### config.mk
export PLATFORM = sky130hd
export DESIGN_NAME = iob_cache_mem_arbiter
export DESIGN_NICKNAME = d
export VERILOG_FILES = /design/src/rtl/iob_cache_mem_arbiter.sv
export SDC_FILE = /design/constraint.sdc
export NUM_CORES = 1
export LEC_CHECK = 0
export ABC_CLOCK_PERIOD_IN_PS = 1800
export CAP_MARGIN = 20
export CORE_AREA = 10 10 111 113
export CTS_BUF_LIST = sky130_fd_sc_hd__clkbuf_2
export DETAILED_ROUTE_END_ITERATION = 12
export DIE_AREA = 0 0 121 123
export PLACE_DENSITY = 0.83
export SLEW_MARGIN = 20
export SYNTH_ARGS = -nofsm -noshare
export SYNTH_HDL_FRONTEND = slang
export SYNTH_SLANG_ARGS = --single-unit
### constraint.sdc
create_clock -name clk -period 1.8 [get_ports clk]
set_clock_uncertainty 0.15 [all_clocks]
set_input_delay 0.54 -clock clk [delete_from_list [all_inputs] [get_ports clk]]
set_output_delay 0.54 -clock clk [all_outputs]
set_load 0.05 [all_outputs]
### src/rtl/iob_cache_mem_arbiter.sv
// Round-robin arbiter sharing one native memory port between two requesters,
// with a watchdog that aborts transactions memory never acknowledges.
module iob_cache_mem_arbiter #(
  parameter int ADDR_W  = 32,
  parameter int DATA_W  = 32,
  parameter int TIMEOUT = 255
) (
  input  logic                clk,
  input  logic                reset,
  input  logic                r0_valid,
  input  logic [ADDR_W-1:0]   r0_addr,
  input  logic [DATA_W-1:0]   r0_wdata,
  input  logic [DATA_W/8-1:0] r0_wstrb,
  output logic [DATA_W-1:0]   r0_rdata,
  output logic                r0_ready,
  input  logic                r1_valid,
  input  logic [ADDR_W-1:0]   r1_addr,
  input  logic [DATA_W-1:0]   r1_wdata,
  input  logic [DATA_W/8-1:0] r1_wstrb,
  output logic [DATA_W-1:0]   r1_rdata,
  output logic                r1_ready,
  output logic                mem_valid,
  output logic [ADDR_W-1:0]   mem_addr,
  output logic [DATA_W-1:0]   mem_wdata,
  output logic [DATA_W/8-1:0] mem_wstrb,
  input  logic [DATA_W-1:0]   mem_rdata,
  input  logic                mem_ready,
  output logic [1:0]          grant,
  output logic                timeout_err
);

  localparam int CNT_W = (TIMEOUT > 0) ? $clog2(TIMEOUT + 1) : 1;
  localparam logic [CNT_W-1:0] CNT_LAST = CNT_W'((TIMEOUT > 0) ? TIMEOUT - 1 : 0);

  typedef enum logic [1:0] {IDLE, BUSY, TOUT} state_t;

  state_t           state_q, state_d;
  logic [1:0]       grant_q, grant_d;
  logic             last_q, last_d;
  logic [CNT_W-1:0] cnt_q, cnt_d;
  logic             terr_q, terr_d;
  logic             gidx;

  assign gidx        = grant_q[1];
  assign grant       = grant_q;
  assign timeout_err = terr_q;

  always_ff @(posedge clk) begin
    if (!reset) begin
      state_q <= IDLE;
      grant_q <= 2'b00;
      last_q  <= 1'b1;
      cnt_q   <= '0;
      terr_q  <= 1'b0;
    end else begin
      state_q <= state_d;
      grant_q <= grant_d;
      last_q  <= last_d;
      cnt_q   <= cnt_d;
      terr_q  <= terr_d;
    end
  end

  always_comb begin
    state_d = state_q;
    grant_d = grant_q;
    last_d  = last_q;
    cnt_d   = cnt_q;
    terr_d  = terr_q;
    case (state_q)
      IDLE: begin
        if (r0_valid || r1_valid) begin
          state_d = BUSY;
          cnt_d   = '0;
          // On a tie the requester not served last wins.
          if (r0_valid && r1_valid) grant_d = last_q ? 2'b01 : 2'b10;
          else                      grant_d = r1_valid ? 2'b10 : 2'b01;
        end
      end
      BUSY: begin
        if (mem_ready) begin
          state_d = IDLE;
          last_d  = gidx;
          grant_d = 2'b00;
          cnt_d   = '0;
        end else begin
          cnt_d = cnt_q + CNT_W'(1);
          if ((TIMEOUT != 0) && (cnt_q == CNT_LAST)) state_d = TOUT;
        end
      end
      TOUT: begin
        state_d = IDLE;
        last_d  = gidx;
        grant_d = 2'b00;
        cnt_d   = '0;
        terr_d  = 1'b1;
      end
      default: state_d = IDLE;
    endcase
  end

  always_comb begin
    mem_valid = 1'b0;
    mem_addr  = gidx ? r1_addr  : r0_addr;
    mem_wdata = gidx ? r1_wdata : r0_wdata;
    mem_wstrb = gidx ? r1_wstrb : r0_wstrb;
    r0_ready  = 1'b0;
    r1_ready  = 1'b0;
    r0_rdata  = mem_rdata;
    r1_rdata  = mem_rdata;
    case (state_q)
      BUSY: begin
        mem_valid = 1'b1;
        r0_ready  = grant_q[0] & mem_ready;
        r1_ready  = grant_q[1] & mem_ready;
      end
      // Aborted transaction completes with zero data to the stalled requester.
      TOUT: begin
        r0_ready = grant_q[0];
        r1_ready = grant_q[1];
        if (grant_q[0]) r0_rdata = '0;
        if (grant_q[1]) r1_rdata = '0;
      end
      default: ;
    endcase
  end

endmodule

==> results.sh, run 1 <==
export IMPL_crit_path_top_delay_cell="dfxtp_4"
export IMPL_synthSimpleGateAreaFrac_pct=31.2
export IMPL_setup_viol=146
export IMPL_dp_hpwl_mm=13.7
export IMPL_holdPathStages=2
export IMPL_cts_buffers_inserted=3
export IMPL_fmax_mhz=455
export IMPL_grt_overflow=0
export IMPL_antenna_found_initial=7
export IMPL_synth_top_area_cell="mux2_2"
export IMPL_drc=0
export IMPL_rows=37
export IMPL_synth_compound_area_share_pct=2.59
export IMPL_cts_max_path_buffers=2
export IMPL_nets=746
export IMPL_cts_tree="yes"
export IMPL_clkSinkCount=14
export IMPL_clock_latency_ns=0.28
export IMPL_crit_fanout=16
export IMPL_cts_max_level=1
export IMPL_synth_most_common_cell="mux2_2"
export IMPL_critPathKind="flip-flop to output port"
export IMPL_io_pins=311
export IMPL_whs_ns=0.346
export IMPL_timing_rr_end="grant[0]"
export IMPL_post_route_min_period_ns=2.20
export IMPL_synth_top_cells_by_count="mux2_2, and2_1, dfxtp_1"
export IMPL_drive_above_1_share_pct=59.3
export IMPL_die_area_um2=14900
export IMPL_ys_flop_type="dfxtp_1"
export IMPL_die_y_um=123
export IMPL_synth_top_family_by_area="multiplexers"
export IMPL_synth_avg_cell_area_um2=8.60
export IMPL_worst_slack_ns=-0.398
export IMPL_synth_cell_type_count=30
export IMPL_wire_per_inst_um=25.5
export IMPL_p_per_area_nw_per_um2=455
export IMPL_tightestPinTransition_ns=0.275
export IMPL_hold_viol=0
export IMPL_grt_max_degree=37
export IMPL_synth_adder_area_share_pct=4.43
export IMPL_post_route_period_util_pct=122
export IMPL_arrival_ns=1.51
export IMPL_slew_violations=0
export IMPL_synth_mux_area_share_pct=40.2
export IMPL_required_ns=1.11
export IMPL_hold_end="last_q"
export IMPL_path_buf_inv=2
export IMPL_core_area_um2=10100
export IMPL_critPathLaunchType="flip-flop"
export IMPL_hold_class="flip-flop to flip-flop"
export IMPL_drt_pass1_iterations=4
export IMPL_relSlewSlack_pct=81.6
export IMPL_critPathCaptureType="output port"
export IMPL_multi_input_area_um2=2090
export IMPL_critPathMaxStageDelay_ns=0.47
export IMPL_utilization_pct=68.8
export IMPL_dieWidth_um=121
export IMPL_violations="setup timing"
export IMPL_synth_edf_count=0
export IMPL_rsz0062_at_grt="yes"
export IMPL_area_growth_pct=253
export IMPL_yosysTopAreaCellShare_pct=38.7
export IMPL_syn_nets=410
export IMPL_drt_iter0_drc=112
export IMPL_syn_area_um2=1980
export IMPL_async_flop_share_pct=0
export IMPL_synthXorXnorAreaFrac_pct=3.10
export IMPL_cp_cell_sequence="clkbuf_16 > mux2_2 > buf_6"
export IMPL_viasPerCell=4.50
export IMPL_r2r_start="state_q[1]"
export IMPL_num_fill_cells=656
export IMPL_routed_wl_mm=18.0
export IMPL_start_util_pct=19.5
export IMPL_gp_congestion=0.899
export IMPL_worstRegToRegCells=8
export IMPL_clk_pin_slew_ns=0.12
export IMPL_grt_pass1_wl_mm=23.1
export IMPL_io_buffers=310
export IMPL_syn_instance_count=230
export IMPL_grtUsageTotal_pct=20.2
export IMPL_grt_pass1_vias=3497
export IMPL_reg2reg_slack_ns=-0.18
export IMPL_seq_area_um2=290
export IMPL_outcome="finished with violations"
export IMPL_p_leak_uw=0.00305
export IMPL_path_delay_family="flip-flops"
export IMPL_peakVddDrop_v=0.000301
export IMPL_synth_seq_cells=14
export IMPL_ant_nets=0
export IMPL_drv_cap=0
export IMPL_vias=3175
export IMPL_synthTopCellsByArea="mux2_2, and2_1, dfxtp_1, ha_1, xnor2_1"
export IMPL_seq_area_frac_synth_pct=14.2
export IMPL_yosysWarnings=0
export IMPL_worstHoldStart="last_q"
export IMPL_clock_root_buffer="clkbuf_2"
[per-layer routing]
metal  wire (um)  global-route usage [%]
met1        5820                    19.3
met2        9690                    38.5
met3        1960                    9.75
met4         460                    4.37
met5          41                       0
[logic make-up after synthesis]
logic type	after synthesis
AND/OR/NAND/NOR	105
flip-flops	14
buffers and inverters	19
AO/OA/AOI/OAI	7
XOR/XNOR	7
adder cells (fa/ha/maj)	7
multiplexers	71
[worst min-delay path: stages (launching register included)]
cell and delay, ns:
dfxtp_1 0.36, mux2i_1 0.07, nand2_1 0.05
[power breakdown]
group / switching [uW] / internal [uW]
Clock: 100 / 48.2
Combinational: 1310 / 1370
Sequential: 25.1 / 325
Total: 1430 / 1740
[cell usage in the layout, fill, tap and decap left out, types with 2 or more instances in the layout]
master           synthesis  final
ha_1                     7      4
buf_16                   0      2
clkbuf_16                0      5
mux2_4                   0     49
dlygate4sd2_1            0      5
mux2_2                  68     19
nor3_1                   3      3
buf_6                    0     57
a21boi_1                 2      2
dfxtp_1                 14     10
diode_2                  0      5
clkbuf_2                 0      3
nand3_1                  2      2
inv_4                    0      2
dfxtp_4                  0      2
buf_4                    1     18
nor2b_4                  1      2
nor2_1                  11     11
nor4b_2                  0      2
dfxtp_2                  0      2
buf_12                   0     63
and2_4                   0     66
buf_8                    0     30
ha_4                     0      3
nand2_1                 11      8
xnor2_1                  7      7
nand2_8                  0      2
clkdlybuf4s50_1          0    167
mux2i_1                  3      2
[final cells by class]
class	instances	share of cell area, %
diodes	5	0.179
inverters	3	0.233
clock buffers	3	0.215
well taps	136	2.44
multi-input cells	197	29.9
repair buffers	347	62.8
flip-flops and latches	14	4.16
clock inverters	1	0.0538
[metrics by stage]
step / area (um^2) / worst slack [ns] / total power [uW] / cells / setup TNS [ns]
after floorplan: 2330 / -0.0357 / 1600 / 230 / -1.80
after CTS: 6550 / -0.418 / 3020 / 691 / -46.50
after global placement: 6030 / -0.445 / 2690 / 681 / -37.88
final: 6980 / -0.398 / 3180 / 706 / -47.23
after detailed placement: 6030 / -0.458 / 2710 / 681 / -39.27
after global routing: 6970 / -0.472 / 3300 / 702 / -58.76
[sequential cells by signal, indices dropped and copies added (netlist names)]
| name | flops |
|---|---|
| cnt_q | 8 |
| timeout_err | 1 |
| state_q | 2 |
| last_q | 1 |
| grant | 2 |
[how the worst max path moves through the flow]
| stage | start | end | slack [ns] | depth (start not counted) |
|---|---|---|---|---|
| floorplan | grant[1] | mem_addr[12] | -0.04 | 3 |
| global placement | mem_ready | r0_ready | -0.45 | 5 |
| detailed placement | mem_ready | r0_ready | -0.46 | 5 |
| CTS | grant[1] | mem_wdata[21] | -0.42 | 3 |
| global route | grant[1] | mem_wstrb[3] | -0.47 | 3 |
| finish | grant[1] | mem_wdata[31] | -0.40 | 3 |
[timing repair]
action                     CTS  global route
cloned                       2             6
gates resized for setup    119            62
setup endpoints to repair  146           147
hold buffers                 0             0
pin swaps                    5             5
setup buffers                4             4
No activity file was read; power rests on OpenSTA's default activity.
==> inputs of run 2 (changes only) <==
--- a/config.mk
+++ b/config.mk
@@ -7,11 +7,11 @@
 export LEC_CHECK = 0
 export ABC_CLOCK_PERIOD_IN_PS = 1800
 export CAP_MARGIN = 20
-export CORE_AREA = 10 10 111 113
+export CORE_AREA = 2 2 119 121
 export CTS_BUF_LIST = sky130_fd_sc_hd__clkbuf_2
 export DETAILED_ROUTE_END_ITERATION = 12
 export DIE_AREA = 0 0 121 123
-export PLACE_DENSITY = 0.83
+export PLACE_DENSITY = 0.6
 export SLEW_MARGIN = 20
 export SYNTH_ARGS = -nofsm -noshare
 export SYNTH_HDL_FRONTEND = slang
==> results.sh, run 2 (synthesis gave the netlist of run 1 again) <==
export IMPL_worst_slack_ns=-0.402
export IMPL_die_y_um=123
export IMPL_whs_ns=0.360
export IMPL_setup_viol=138
export IMPL_layout_common_cells="clkdlybuf4s50_1, buf_8, mux2_4, buf_12, and2_4"
export IMPL_post_route_period_util_pct=122
export IMPL_core_area_um2=13600
export IMPL_stdcell_area_um2=7420
export IMPL_cts_max_level=1
export IMPL_drt_pass1_iterations=3
export IMPL_wire_per_inst_um=19.6
export IMPL_clk_pin_slew_ns=0.14
export IMPL_gp_congestion=0.801
export IMPL_totalPowerFinal_uw=3300
export IMPL_vias=3087
export IMPL_outcome="finished with violations"
export IMPL_grt_pass1_vias=3116
export IMPL_rsz0062_at_grt="yes"
export IMPL_largest_reg_flops=8
export IMPL_grt_pass1_wl_mm=19.1
export IMPL_fmax_mhz=454
export IMPL_p_leak_uw=0.00327
export IMPL_final_common_cell="clkdlybuf4s50_1"
export IMPL_nets=754
export IMPL_slew_violations=0
export IMPL_drv_cap=0
export IMPL_viasPerCell=4.09
export IMPL_clkSinkCount=14
export IMPL_clock_root_buffer="clkbuf_2"
export IMPL_ant_nets=0
export IMPL_hold_viol=0
export IMPL_finalSetupTns_ns=-46.83
export IMPL_critPathLaunchType="flip-flop"
export IMPL_grt_overflow=0
export IMPL_cts_tree="yes"
export IMPL_start_util_pct=14.5
export IMPL_tightestPinTransition_ns=0.262
export IMPL_peakVddDrop_v=0.000389
export IMPL_relSlewSlack_pct=82.5
export IMPL_io_pins=311
export IMPL_dp_hpwl_mm=11.5
export IMPL_clock_latency_ns=0.28
export IMPL_drive_above_1_share_pct=60.0
export IMPL_die_area_um2=14900
export IMPL_hold_class="flip-flop to flip-flop"
export IMPL_largest_register="cnt_q"
export IMPL_dieWidth_um=121
export IMPL_required_ns=1.11
export IMPL_routed_wl_mm=14.7
export IMPL_io_buffers=310
export IMPL_critPathCaptureType="output port"
export IMPL_placed_area_um2=6140
export IMPL_p_per_area_nw_per_um2=445
export IMPL_utilization_pct=54.5
export IMPL_grt_max_degree=19
export IMPL_crit_fanout=8
export IMPL_grtUsageTotal_pct=16.9
export IMPL_drc=0
export IMPL_num_fill_cells=1150
export IMPL_violations="setup timing"
export IMPL_post_route_min_period_ns=2.20
export IMPL_drt_iter0_drc=59
export IMPL_arrival_ns=1.51
export IMPL_area_growth_pct=275
export IMPL_cts_max_path_buffers=2
export IMPL_critPathKind="flip-flop to output port"
export IMPL_antenna_found_initial=10
export IMPL_reg2reg_slack_ns=-0.21
export IMPL_rows=43
export IMPL_cts_buffers_inserted=3
export IMPL_cts_hold_buf=0
==> run 2: report_power, final <==
group          leakage, uW  total (uW)  internal [uW]  switching [uW]
combinational      0.00314        2810           1500            1310
sequential        0.000116         342            325            16.6
clock            0.0000140         152           48.3             104
==> run 2: metal layers <==
metal	GRT usage [%]	vias up	routed length (um)
met1	19.6	1426	5460
met4	1.02	14	87
met3	8.26	22	1600
met5	0	-	93
li1	-	1466	-
met2	29.6	159	7500
==> run 2: final timing paths <==
path | start | endpoint | cells past startpoint
worst min-delay path | last_q | last_q | 2
worst max-delay path | grant[1] | mem_addr[20] | 4
worst min register to register | last_q | last_q | 2
worst max register to register | state_q[0] | grant[1] | 7
==> run 2: critical path, stage by stage, from the launching register on <==
cell and delay [ns]:
dfxtp_4 0.40, buf_12 0.17, clkbuf_16 0.17, mux2_4 0.33, buf_6 0.16
==> run 2: final cells by class <==
| type | count | area (um^2) | area share, % |
|---|---|---|---|
| Inverter | 3 | 13.8 | 0.185 |
| Timing Repair Buffer | 355 | 4710 | 63.5 |
| Antenna cell | 1 | 2.50 | 0.0337 |
| Sequential cell | 14 | 290 | 3.91 |
| Tap cell | 180 | 225 | 3.03 |
| Clock inverter | 1 | 3.75 | 0.0506 |
| Clock buffer | 3 | 15.0 | 0.202 |
| Multi-Input combinational cell | 197 | 2160 | 29.1 |
==> run 2: through the flow <==
stage | setup slack [ns] | instances
6_report | -0.402 | 754
3_3_place_gp | -0.649 | 726
5_1_grt | -0.453 | 753
2_1_floorplan | -0.0357 | 230
4_1_cts | -0.416 | 744
3_5_place_dp | -0.638 | 726
==> run 2: repair_timing <==
item,CTS,global route
gates cloned,4,6
setup buffers,10,6
pin swaps,5,3
endpoints found under the setup margin,146,148
endpoints found under the hold margin,0,0
gates resized for setup,170,72
==> inputs of run 3 (changes only) <==
--- a/config.mk
+++ b/config.mk
@@ -5,13 +5,13 @@
 export SDC_FILE = /design/constraint.sdc
 export NUM_CORES = 1
 export LEC_CHECK = 0
-export ABC_CLOCK_PERIOD_IN_PS = 1800
+export ABC_CLOCK_PERIOD_IN_PS = 2720
 export CAP_MARGIN = 20
-export CORE_AREA = 2 2 119 121
+export CORE_AREA = 2 2 120 122
 export CTS_BUF_LIST = sky130_fd_sc_hd__clkbuf_2
 export DETAILED_ROUTE_END_ITERATION = 12
-export DIE_AREA = 0 0 121 123
-export PLACE_DENSITY = 0.6
+export DIE_AREA = 0 0 122 124
+export PLACE_DENSITY = 0.57
 export SLEW_MARGIN = 20
 export SYNTH_ARGS = -nofsm -noshare
 export SYNTH_HDL_FRONTEND = slang
==> constraint.sdc (replaced) <==
create_clock -name clk -period 2.72 [get_ports clk]
set_clock_uncertainty 0.15 [all_clocks]
set_input_delay 0.816 -clock clk [delete_from_list [all_inputs] [get_ports clk]]
set_output_delay 0.816 -clock clk [all_outputs]
set_load 0.05 [all_outputs]
==> results.sh, run 3 (synthesis gave the netlist of run 1 again) <==
export IMPL_outcome="complete, no violations"
export IMPL_slew_violations=0
export IMPL_p_leak_uw=0.00256
export IMPL_setup_viol=0
export IMPL_core_area_um2=13700
export IMPL_viasPerCell=3.94
export IMPL_power_internal_uw=1080
export IMPL_seq_power_share_pct=11.8
export IMPL_critPathCaptureType="output port"
export IMPL_die_y_um=124
export IMPL_arrival_ns=1.71
export IMPL_grt_pass1_wl_mm=17.3
export IMPL_clk_pin_slew_ns=0.14
export IMPL_cts_buffers_inserted=3
export IMPL_post_route_period_util_pct=98.5
export IMPL_relSlewSlack_pct=65.5
export IMPL_final_common_cell="clkdlybuf4s50_1"
export IMPL_tightestPinTransition_ns=0.516
export IMPL_critPathKind="input port to output port"
export IMPL_rsz0062_at_grt="yes"
export IMPL_clock_root_buffer="clkbuf_2"
export IMPL_vias=2846
export IMPL_worstHoldStart="state_q[0]"
export IMPL_swShare_pct=45.0
export IMPL_peakVddDrop_v=0.000235
export IMPL_dieWidth_um=122
export IMPL_hold_viol=0
export IMPL_holdPathStages=2
export IMPL_ant_nets=0
export IMPL_clkSinkCount=14
export IMPL_io_buffers=310
export IMPL_rows=43
export IMPL_clock_latency_ns=0.29
export IMPL_r2r_start="state_q[1]"
export IMPL_grt_overflow=0
export IMPL_post_route_min_period_ns=2.68
export IMPL_drive_above_1_share_pct=42.1
export IMPL_worst_slack_ns=0.0414
export IMPL_layout_common_cells="clkdlybuf4s50_1, buf_12, mux2_2, and2_1, buf_4"
export IMPL_drt_pass1_iterations=3
export IMPL_routed_wl_mm=12.5
export IMPL_wire_per_inst_um=17.4
export IMPL_cts_tree="yes"
export IMPL_dp_hpwl_mm=11.4
export IMPL_finalSetupTns_ns=0
export IMPL_start_util_pct=14.4
export IMPL_dpl_worst_slack_ns=-0.0767
export IMPL_fmax_mhz=373
export IMPL_grtUsageTotal_pct=15.1
export IMPL_drc=0
export IMPL_dp_cells=713
export IMPL_power_switching_uw=885
export IMPL_grt_pass1_vias=2903
export IMPL_grt_max_degree=33
export IMPL_io_pins=311
export IMPL_critPathLaunchType="input port"
export IMPL_drv_cap=0
export IMPL_cts_max_path_buffers=2
export IMPL_largest_reg_flops=8
export IMPL_fin_cells=722
export IMPL_antenna_found_initial=5
export IMPL_cts_setup_buffers=0
export IMPL_required_ns=1.75
export IMPL_pwr_share_comb_pct=82.9
export IMPL_die_area_um2=15100
export IMPL_crit_fanout=1
export IMPL_p_per_area_nw_per_um2=310
export IMPL_drt_iter0_drc=65
export IMPL_cts_max_level=1
export IMPL_crit_path_start="r1_wstrb[2]"
export IMPL_hold_class="flip-flop to flip-flop"
export IMPL_area_growth_pct=220
export IMPL_largest_register="cnt_q"
export IMPL_clock_power_share_pct=5.3
export IMPL_worstRegToRegCells=6
export IMPL_nets=718
export IMPL_gp_congestion=0.830
export IMPL_cts_hold_buf=0
[run 3: cell count changes in the layout (fill, tap and decap cells not counted), moves of 4 or more]
| cell | previous run | this run |
|---|---|---|
| mux2_4 | 66 | 0 |
| buf_6 | 18 | 0 |
| mux2_2 | 2 | 68 |
| buf_12 | 65 | 107 |
| buf_16 | 5 | 0 |
| diode_2 | 1 | 5 |
| and2_4 | 64 | 2 |
| clkbuf_16 | 6 | 0 |
| ha_4 | 4 | 0 |
| and2_1 | 0 | 64 |
| clkdlybuf4s50_1 | 168 | 172 |
| buf_4 | 18 | 39 |
| buf_8 | 71 | 0 |
[run 3: final cells by class]
class | instances | area (um^2)
clock buffers | 3 | 15.0
diodes | 5 | 12.5
flip-flops and latches | 14 | 285
inverters | 3 | 11.3
clock inverters | 1 | 3.75
fillers | 1277 | 7380
well taps | 180 | 225
multi-input cells | 197 | 1620
repair buffers | 319 | 4170
[run 3: timing repair]
item                                    in CTS  in global routing
endpoints found under the hold margin        0                  0
endpoints found under the setup margin      32                 64
gates cloned                                 0                  0
resized for setup                            5                  1
[run 3: power by group through the flow]
| stage | Sequential, uW | Combinational (uW) | Clock (uW) |
|---|---|---|---|
| 2_1_floorplan | 234 | 748 | 0 |
| 3_3_place_gp | 237 | 1630 | 0 |
| 3_5_place_dp | 237 | 1640 | 0 |
| 4_1_cts | 233 | 1640 | 109 |
| 5_1_grt | 235 | 1690 | 119 |
| 6_report | 232 | 1630 | 104 |
[run 3: critical path, cell delays in order]
cell	delay, ns
clkdlybuf4s50_1	0.41
mux2_2	0.32
buf_12	0.16
[run 3: final timing paths]
check | to | slack, ns
worst min register to register | state_q[0] | 0.35
worst max-delay path | mem_wstrb[2] | 0.04
worst max register to register | grant[0] | 0.76
worst min-delay path | state_q[0] | 0.35
[run 3: metal layers]
metal | up-vias | GRT usage, % | share of wire, %
met1 | 1301 | 16.1 | 34
met3 | 17 | 4.44 | 9.0
li1 | 1395 | - | -
met5 | - | 0 | 0
met2 | 133 | 28.5 | 54
met4 | 0 | 4.67 | 2.5
[run 3: per-stage QoR]
stage	power [uW]	area (um^2)	utilization, %	hold WS, ns
final	1960	6340	46.2	0.348
after global routing	2050	6340	46.2	0.378
after CTS	1990	6320	46.1	0.348
after detailed placement	1880	6300	45.9	0.312
after global placement	1870	6300	45.9	0.304
after floorplan	982	1980	-	0.293
